==> src/rtl/demux16_pkg.sv <==
// ---------------------------------------------------------------------------
// demux16_pkg
// Shared widths and types for the 1-to-16 bit demultiplexer / word collector.
//   WORD_W    : assembled word width (16)
//   SEL_W     : bit-position select width (4)
//   FULL_MASK : fill mask value meaning every position has been written
//   word_t    : 16-bit word / mask type
//   sel_t     : 4-bit position type
// ---------------------------------------------------------------------------
package demux16_pkg;

    localparam int unsigned WORD_W = 16;
    localparam int unsigned SEL_W  = 4;

    typedef logic [WORD_W-1:0] word_t;
    typedef logic [SEL_W-1:0]  sel_t;

    localparam word_t FULL_MASK = 16'hFFFF;

endpackage : demux16_pkg

==> src/rtl/demux16_decode.sv <==
// ---------------------------------------------------------------------------
// demux16_decode
// Combinational 4-to-16 one-hot decoder with enable. Produces the per-bit
// write enables for the collection register and fill mask.
// Ports:
//   en_i     : enable; when low the output is all zeros
//   sel_i    : bit position to select
//   onehot_o : one-hot write enable, bit sel_i set when en_i is high
// ---------------------------------------------------------------------------
module demux16_decode
    import demux16_pkg::*;
(
    input  logic              en_i,
    input  logic [SEL_W-1:0]  sel_i,
    output logic [WORD_W-1:0] onehot_o
);

    always_comb begin
        onehot_o = '0;
        if (en_i) begin
            onehot_o[sel_i] = 1'b1;
        end
    end

endmodule : demux16_decode

==> src/rtl/demux16_collect.sv <==
// ---------------------------------------------------------------------------
// demux16_collect
// Sequential 1-to-16 bit demultiplexer and word collector. Single bits are
// placed at their addressed position of a 16-bit collection register; once
// all 16 positions are written the word moves into a one-entry holding
// register presented on a valid/ready output.
//
// Configuration macro: DEMUX16_COLLECT_AUTO_SEL_EN
//   defined   : in_sel is ignored; an internal pointer (reset to 0,
//               incrementing per accept, wrapping 15->0) supplies the
//               position and overwrite is tied low.
//   undefined : positions come from in_sel.
//
// Ports:
//   clk       : rising-edge clock
//   rst       : synchronous active-high reset
//   in_bit    : data bit to place
//   in_sel    : target bit position
//   in_valid  : in_bit/in_sel valid this cycle
//   in_ready  : block can accept a bit (collection not full)
//   out_word  : assembled word
//   out_valid : out_word holds an undelivered word
//   out_ready : consumer accepts out_word this cycle
//   fill_mask : positions already written in the word being collected
//   overwrite : registered pulse, previous accept hit a filled position
// ---------------------------------------------------------------------------
module demux16_collect
    import demux16_pkg::*;
(
    input  logic              clk,
    input  logic              rst,
    input  logic              in_bit,
    input  logic [SEL_W-1:0]  in_sel,
    input  logic              in_valid,
    output logic              in_ready,
    output logic [WORD_W-1:0] out_word,
    output logic              out_valid,
    input  logic              out_ready,
    output logic [WORD_W-1:0] fill_mask,
    output logic              overwrite
);

    word_t coll_q, coll_d;
    word_t mask_q, mask_d;
    word_t word_q, word_d;
    logic  valid_q, valid_d;

    logic  full;
    logic  accept;
    logic  transfer;
    sel_t  pos;
    word_t we;

    assign full     = (mask_q == FULL_MASK);
    assign accept   = in_valid && !full;
    // Transfer only when the collection is complete; accept and transfer are
    // therefore mutually exclusive at any edge.
    assign transfer = full && (!valid_q || out_ready);

`ifdef DEMUX16_COLLECT_AUTO_SEL_EN
    sel_t ptr_q, ptr_d;
    logic unused_sel;

    assign unused_sel = ^in_sel;
    assign pos        = ptr_q;
    assign ptr_d      = accept ? sel_t'(ptr_q + 1'b1) : ptr_q;
    assign overwrite  = 1'b0;

    always_ff @(posedge clk) begin
        if (rst) begin
            ptr_q <= '0;
        end else begin
            ptr_q <= ptr_d;
        end
    end
`else
    logic ovw_q, ovw_d;

    assign pos       = in_sel;
    assign ovw_d     = |(mask_q & we);
    assign overwrite = ovw_q;

    always_ff @(posedge clk) begin
        if (rst) begin
            ovw_q <= 1'b0;
        end else begin
            ovw_q <= ovw_d;
        end
    end
`endif

    demux16_decode u_decode (
        .en_i     (accept),
        .sel_i    (pos),
        .onehot_o (we)
    );

    always_comb begin
        coll_d  = coll_q;
        mask_d  = mask_q;
        word_d  = word_q;
        valid_d = valid_q;
        if (transfer) begin
            // A drain at the same edge is absorbed: valid stays high.
            word_d  = coll_q;
            valid_d = 1'b1;
            coll_d  = '0;
            mask_d  = '0;
        end else begin
            if (valid_q && out_ready) begin
                valid_d = 1'b0;
            end
            coll_d = (coll_q & ~we) | (we & {WORD_W{in_bit}});
            mask_d = mask_q | we;
        end
    end

    always_ff @(posedge clk) begin
        if (rst) begin
            coll_q  <= '0;
            mask_q  <= '0;
            word_q  <= '0;
            valid_q <= 1'b0;
        end else begin
            coll_q  <= coll_d;
            mask_q  <= mask_d;
            word_q  <= word_d;
            valid_q <= valid_d;
        end
    end

    assign in_ready  = !full;
    assign out_word  = word_q;
    assign out_valid = valid_q;
    assign fill_mask = mask_q;

endmodule : demux16_collect

==> config.mk <==
export PLATFORM = sky130hd
export DESIGN_NAME = demux16_collect
export DESIGN_NICKNAME = d
export VERILOG_FILES = /design/src/rtl/demux16_pkg.sv /design/src/rtl/demux16_decode.sv /design/src/rtl/demux16_collect.sv
export SDC_FILE = /design/constraint.sdc
export NUM_CORES = 1
export LEC_CHECK = 0
export CORE_MARGIN = 4
export CORE_UTILIZATION = 45
export DETAILED_ROUTE_END_ITERATION = 12
export PLACE_DENSITY = 0.75
export SYNTH_ARGS = -nofsm -noshare
export SYNTH_HDL_FRONTEND = slang
export SYNTH_SLANG_ARGS = --single-unit
export TNS_END_PERCENT = 20
==> constraint.sdc <==
create_clock -name clk -period 1.8 [get_ports clk]
set_input_delay 0.45 -clock clk [delete_from_list [all_inputs] [get_ports clk]]
set_output_delay 0.45 -clock clk [all_outputs]
set_load 0.01 [all_outputs]
==> flow_metrics.py, run 1 <==
metrics = {
    "status": {
        "outcome": "complete, but fails checks",
        "violations": "negative setup slack",
    },
    "pwr": {
        "switchingPower_w": 0.000470,
        "cellLeakagePower_nw": 1.37,
        "p_seq_share_pct": 49.4,
        "vdd_ir_drop_max_mv": 0.595,
        "intPower_w": 0.00181,
        "swShare_pct": 20.6,
        "p_comb_share_pct": 9.2,
        "clkPwrFrac_pct": 41.4,
        "p_per_area_mw_per_mm2": 712,
    },
    "floorplanning": {
        "fp.dieArea_mm2": 0.00584,
        "rows": 24,
        "coreArea_mm2": 0.00444,
        "die_y_um": 76.4,
        "start_util_pct": 47.4,
        "die_w_um": 76.4,
        "io_pins": 44,
    },
    "finish": {
        "post-route-util_pct": 72.0,
        "final_nets": 339,
        "n_fill_cell": 325,
        "diodes": 0,
        "design_area_mm2": 0.00320,
        "fin_cells": 383,
        "layout-drive-gt1-share_pct": 28.7,
        "areaGrowthSynthToFinish_pct": 52.0,
    },
    "worst_setup_path": {
        "required_ns": 1.35,
        "path_max_fanout": 2,
        "arrival_ns": 1.47,
        "cp-start-kind": "flop",
        "path_class": "flop to output port",
        "r2r_cells": 7,
        "cp-end-kind": "output port",
    },
    "logic_synthesis": {
        "synth_nets": 253,
        "yosysUniqueCellTypes": 36,
        "synth_ff_type": "dfxtp_1",
        "synth-edff-count": 0,
        "netlist_area_mm2": 0.00211,
        "ys_warn_count": 0,
        "ys_seq_area_share_pct": 47.5,
        "ys_seq_elements": 50,
        "async_reset_ff_share_pct": 0,
        "netlist_instances": 244,
        "synth_area_leaders": "dfxtp_1, nand2_1, a21oi_1",
        "avgSynthCellArea_um2": 8.63,
        "synth_area_leader_cell": "dfxtp_1",
        "synth_top_area_share_pct": 47.5,
    },
    "timing": {
        "fmax_mhz": 520,
        "whs_ns": 0.455,
        "setup_viol": 5,
        "period_minus_slack_ns": 1.92,
        "hold_viol_final": 0,
        "grt_setup_unrepaired": "yes",
        "worst_pin_slew_ns": 0.411,
        "fin_crit_sh_pct": 107,
        "slew_headroom_pct": 72.5,
        "finalClockSkew_ns": 0.00277,
        "fin_tns_setup_ns": -0.188,
        "slew_viol_final": 0,
        "fin_ws_ns": -0.123,
    },
    "global_route": {
        "grtUsageTotal_pct": 19.9,
        "grt_pass1_vias": 1953,
        "grt_first_pass_wirelength_mm": 9.47,
        "antenna_found_initial": 0,
        "grt_max_degree": 29,
        "gr-total-overflow": 0,
    },
    "clock_tree": {
        "cts_sinks": 50,
        "cts_max_level": 2,
        "cts_buffers": 5,
        "clockBufferDepth": 2,
        "clk_latency_ns": 0.30,
        "root_buffer": "clkbuf_8",
        "clkSlewWorstSetupHoldPaths_ns": 0.09,
        "tritoncts": "built",
    },
    "detailed_routing": {
        "drt-pass1-iter-count": 4,
        "ant_nets": 0,
        "drc": 0,
        "viasPerCell": 5.29,
        "drt_iter0_markers": 93,
        "routed_wl_mm": 5.72,
        "vias": 2025,
        "wl_per_cell_um": 14.9,
    },
    "placement": {
        "portBuffers": 43,
        "dpl_cell_area_mm2": 0.00290,
        "gp_congestion": 0.879,
        "dp_hpwl_mm": 4.02,
        "dp_cells": 373,
    },
    "hold_path": {
        "hold_depth": 2,
        "worstHoldPathType": "flop to flop",
    },
    "job": {
        "maxCapViolations": 0,
    },
}
==> through the flow <==
stage               power, W  setup slack (ns)
global route         0.00237            -0.181
floorplan            0.00124            0.0663
global placement     0.00134            -0.487
CTS                  0.00229            -0.130
finish               0.00228            -0.123
detailed placement   0.00134            -0.484
==> cell type report <==
type	instances	area (um^2)	share of cell area, %
Multi-Input combinational cell	170	1090	34.0
Clock inverter	2	60.1	1.88
Timing Repair Buffer	95	862	26.9
Sequential cell	50	1010	31.7
Clock buffer	6	82.6	2.58
Inverter	8	30.0	0.938
Tap cell	52	65.1	2.03
==> synthesized netlist by cell type (all sizes together) (2+ instances only) <==
cell	number
dfxtp	50
nand2	38
nor2	29
a21oi	27
mux2i	13
buf	11
inv	8
nor3	8
or3	7
clkbuf	5
nand2b	5
nand4	5
o21ai	5
nand3b	4
o21a	4
a31oi	3
nand4b	3
and3	2
nand3	2
nor3b	2
or4	2
==> metal layers <==
layer / up-vias / GRT usage (%) / wire [um]
li1: 1013 / - / -
met1: 950 / 25.3 / 2480
met2: 54 / 32.9 / 2820
met3: 8 / 5.32 / 356
met4: 0 / 5.80 / 68
met5: - / 0 / 0
==> power by group through the flow <==
stage	registers (W)	logic [W]	clock network, W
finish	0.00113	0.000209	0.000944
global route	0.00113	0.000225	0.00102
CTS	0.00113	0.000196	0.000965
detailed placement	0.00115	0.000190	0
global placement	0.00115	0.000190	0
floorplan	0.00116	0.0000864	0
==> critical path, stage by stage (launching register included) <==
cell and delay (ns):
dfxtp_2 0.36, nand4_2 0.12, or4_4 0.56, buf_6 0.14
==> cells in the final DEF (no fill, tap or decap), types with 3 or more instances in the layout <==
cell type	n
nor2_1	26
o21ai_1	3
mux2i_1	13
nand4b_1	3
nor3_2	3
nor3_4	3
nand2b_1	5
nand4_1	3
dlymetal6s2s_1	6
inv_1	8
nand3b_1	4
clkdlybuf4s50_1	30
dlygate4sd2_1	6
dfxtp_2	10
a21oi_1	26
clkbuf_8	6
buf_4	48
a31oi_1	3
or3_4	4
nand2_1	38
o21a_1	4
buf_6	3
dfxtp_1	40
==> worst paths after layout <==
check / from / to / slack, ns
worst max-delay path: fill_mask[8]$_SDFF_PP0_ / in_ready / -0.12
worst min-delay path: out_word[15]$_SDFFE_PP0P_ / out_word[15]$_SDFFE_PP0P_ / 0.46
worst max register to register: fill_mask[7]$_SDFF_PP0_ / flop / -0.03
worst min register to register: out_word[15]$_SDFFE_PP0P_ / out_word[15]$_SDFFE_PP0P_ / 0.46
==> logic make-up (layout without fill, tap and decap cells) <==
group           after synthesis  count (layout)  share of synthesized area [%]
compound gates               45              45                           13.3
buf+inv                      24             111                           6.18
flops                        50              50                           47.5
mux                          13              13                           6.18
simple gates                112             112                           26.8
==> timing repair <==
item	CTS	global route
setup buffers	5	2
setup endpoints to repair	31	47
gates resized for setup	32	26
gates cloned	0	0
pin swaps	9	13
hold buffers	0	0
Note: power is estimated with default switching activity, not from simulation.
==> run 2: changes to the inputs <==
PLACE_DENSITY = 0.76   (was 0.75)
==> run 2 against run 1 <==
  * The flow still finishes with violations (negative setup slack)
  * Critical path depth unchanged
  * Hold slack about the same
  * First-iteration DRC count rose by 48%
  * Register-to-register slack worse by 0.02 ns
  * Clock skew up 0.0051 ns
  * Global-route usage is 1.9 points higher
  * Worst setup slack lost 0.041 ns
  * Clock power is 17% lower
  * Combinational power is 11% higher
  * Largest power group unchanged
  * Highest routed layer unchanged
==> flow_metrics.py, run 2 (synthesis results as in run 1) <==
metrics = {
    "status": {
        "outcome": "complete, but fails checks",
        "violations": "negative setup slack",
    },
    "detailed_routing": {
        "viasPerCell": 5.38,
        "routed_wl_mm": 6.43,
        "drt_iter0_markers": 138,
        "drc": 0,
        "drt-pass1-iter-count": 4,
        "ant_nets": 0,
        "wl_per_cell_um": 16.7,
        "vias": 2076,
    },
    "global_route": {
        "grt_pass1_vias": 2133,
        "grt_max_degree": 18,
        "grtUsageTotal_pct": 21.8,
        "gr-total-overflow": 0,
        "grt_first_pass_wirelength_mm": 10.4,
        "antenna_found_initial": 0,
    },
    "job": {
        "maxCapViolations": 0,
    },
    "clock_tree": {
        "cts_max_level": 2,
        "cts_sinks": 50,
        "cts_buffers": 5,
        "clkSlewWorstSetupHoldPaths_ns": 0.09,
        "root_buffer": "clkbuf_8",
        "clk_latency_ns": 0.30,
        "tritoncts": "built",
        "clockBufferDepth": 2,
    },
    "timing": {
        "setup_viol": 7,
        "fin_crit_sh_pct": 109,
        "fin_ws_ns": -0.164,
        "hold_viol_final": 0,
        "slew_viol_final": 0,
        "slew_headroom_pct": 68.2,
        "worst_pin_slew_ns": 0.476,
        "grt_setup_unrepaired": "yes",
        "period_minus_slack_ns": 1.96,
        "finalClockSkew_ns": 0.00790,
        "fmax_mhz": 509,
    },
    "finish": {
        "multi_input_area_mm2": 0.00112,
        "seq_area_mm2": 0.00101,
        "design_area_mm2": 0.00325,
        "areaGrowthSynthToFinish_pct": 54.4,
        "layout-drive-gt1-share_pct": 31.4,
        "n_fill_cell": 321,
        "fin_cells": 386,
        "diodes": 0,
        "final_cell_mix": "buf_4, dfxtp_1, nand2_1",
        "final_nets": 342,
        "final_common_cell": "buf_4",
    },
    "hold_path": {
        "worstHoldPathType": "flop to flop",
    },
    "floorplanning": {
        "start_util_pct": 47.4,
        "io_pins": 44,
        "die_w_um": 76.4,
        "fp.dieArea_mm2": 0.00584,
        "coreArea_mm2": 0.00444,
        "die_y_um": 76.4,
        "rows": 24,
    },
    "worst_setup_path": {
        "critical_path.max_stage_delay_ns": 0.54,
        "path_max_fanout": 2,
        "crit_chain": "nand4_1, or4_4, buf_6",
        "cp-start-kind": "flop",
        "arrival_ns": 1.51,
        "required_ns": 1.35,
        "cp_slowest_cell": "or4_4",
        "cp-end-kind": "output port",
        "path_class": "flop to output port",
    },
    "pwr": {
        "cellLeakagePower_nw": 1.33,
        "p_per_area_mw_per_mm2": 659,
        "vdd_ir_drop_max_mv": 0.576,
    },
    "placement": {
        "dp_hpwl_mm": 4.19,
        "gp_congestion": 0.843,
        "dp_cells": 376,
        "dpl_cell_area_mm2": 0.00292,
        "portBuffers": 43,
    },
}
## run 2: through the flow
step | total power [W] | setup TNS (ns) | hold WS (ns) | setup WS [ns] | utilization (%)
after floorplan | 0.00124 | 0 | 0.433 | 0.0663 | -
after global placement | 0.00134 | -10.01 | 0.440 | -0.519 | 65.8
after detailed placement | 0.00134 | -10.15 | 0.444 | -0.668 | 65.8
after CTS | 0.00213 | -0.382 | 0.456 | -0.178 | 71.4
after global routing | 0.00221 | -1.65 | 0.472 | -0.192 | 73.1
final | 0.00214 | -0.351 | 0.456 | -0.164 | 73.1
## run 2: repair_timing
item,in CTS,in global routing
pin swaps,8,36
hold buffers,0,0
gates resized for setup,40,30
gates cloned,2,0
setup buffers,4,2
endpoints found under the setup margin,48,49
## run 2: power by group
part           total [W]  leakage (nW)  switching [W]  internal, W
Sequential       0.00113         0.407     0.00000781      0.00112
Combinational   0.000232         0.874       0.000122     0.000111
Clock           0.000785        0.0524       0.000368     0.000416
Total            0.00214          1.33       0.000498      0.00165
## run 2: critical path: cells and delay by family, from the launching register on
kind | cells | cell delay, ns
AND/OR/NAND/NOR | 2 | 0.73
buffers and inverters | 1 | 0.14
flip-flops | 1 | 0.34
## run 2: metal layers
metal	track usage (%)	wire [um]
met5	0	0
met3	5.91	389
met1	25.4	2720
met2	36.7	3150
met4	10.7	171
## run 2: final cells by class
class | count | area share [%]
clock buffer | 7 | 2.35
timing repair buffer | 98 | 28.1
multi-input combinational | 170 | 34.6
sequential | 50 | 31.1
tap | 52 | 2.00
inverter | 8 | 0.924
clock inverter | 1 | 0.924
## run 2: path summary, 6_finish.rpt
kind | start | end | depth (start not counted) | slack, ns
setup / recovery | fill_mask[4]$_SDFF_PP0_ | in_ready | 3 | -0.16
hold / removal | flop | out_word[2]$_SDFFE_PP0P_ | 2 | 0.46
setup reg to reg | fill_mask[4]$_SDFF_PP0_ | flop | 8 | -0.05
hold reg to reg | flop | out_word[2]$_SDFFE_PP0P_ | 2 | 0.46
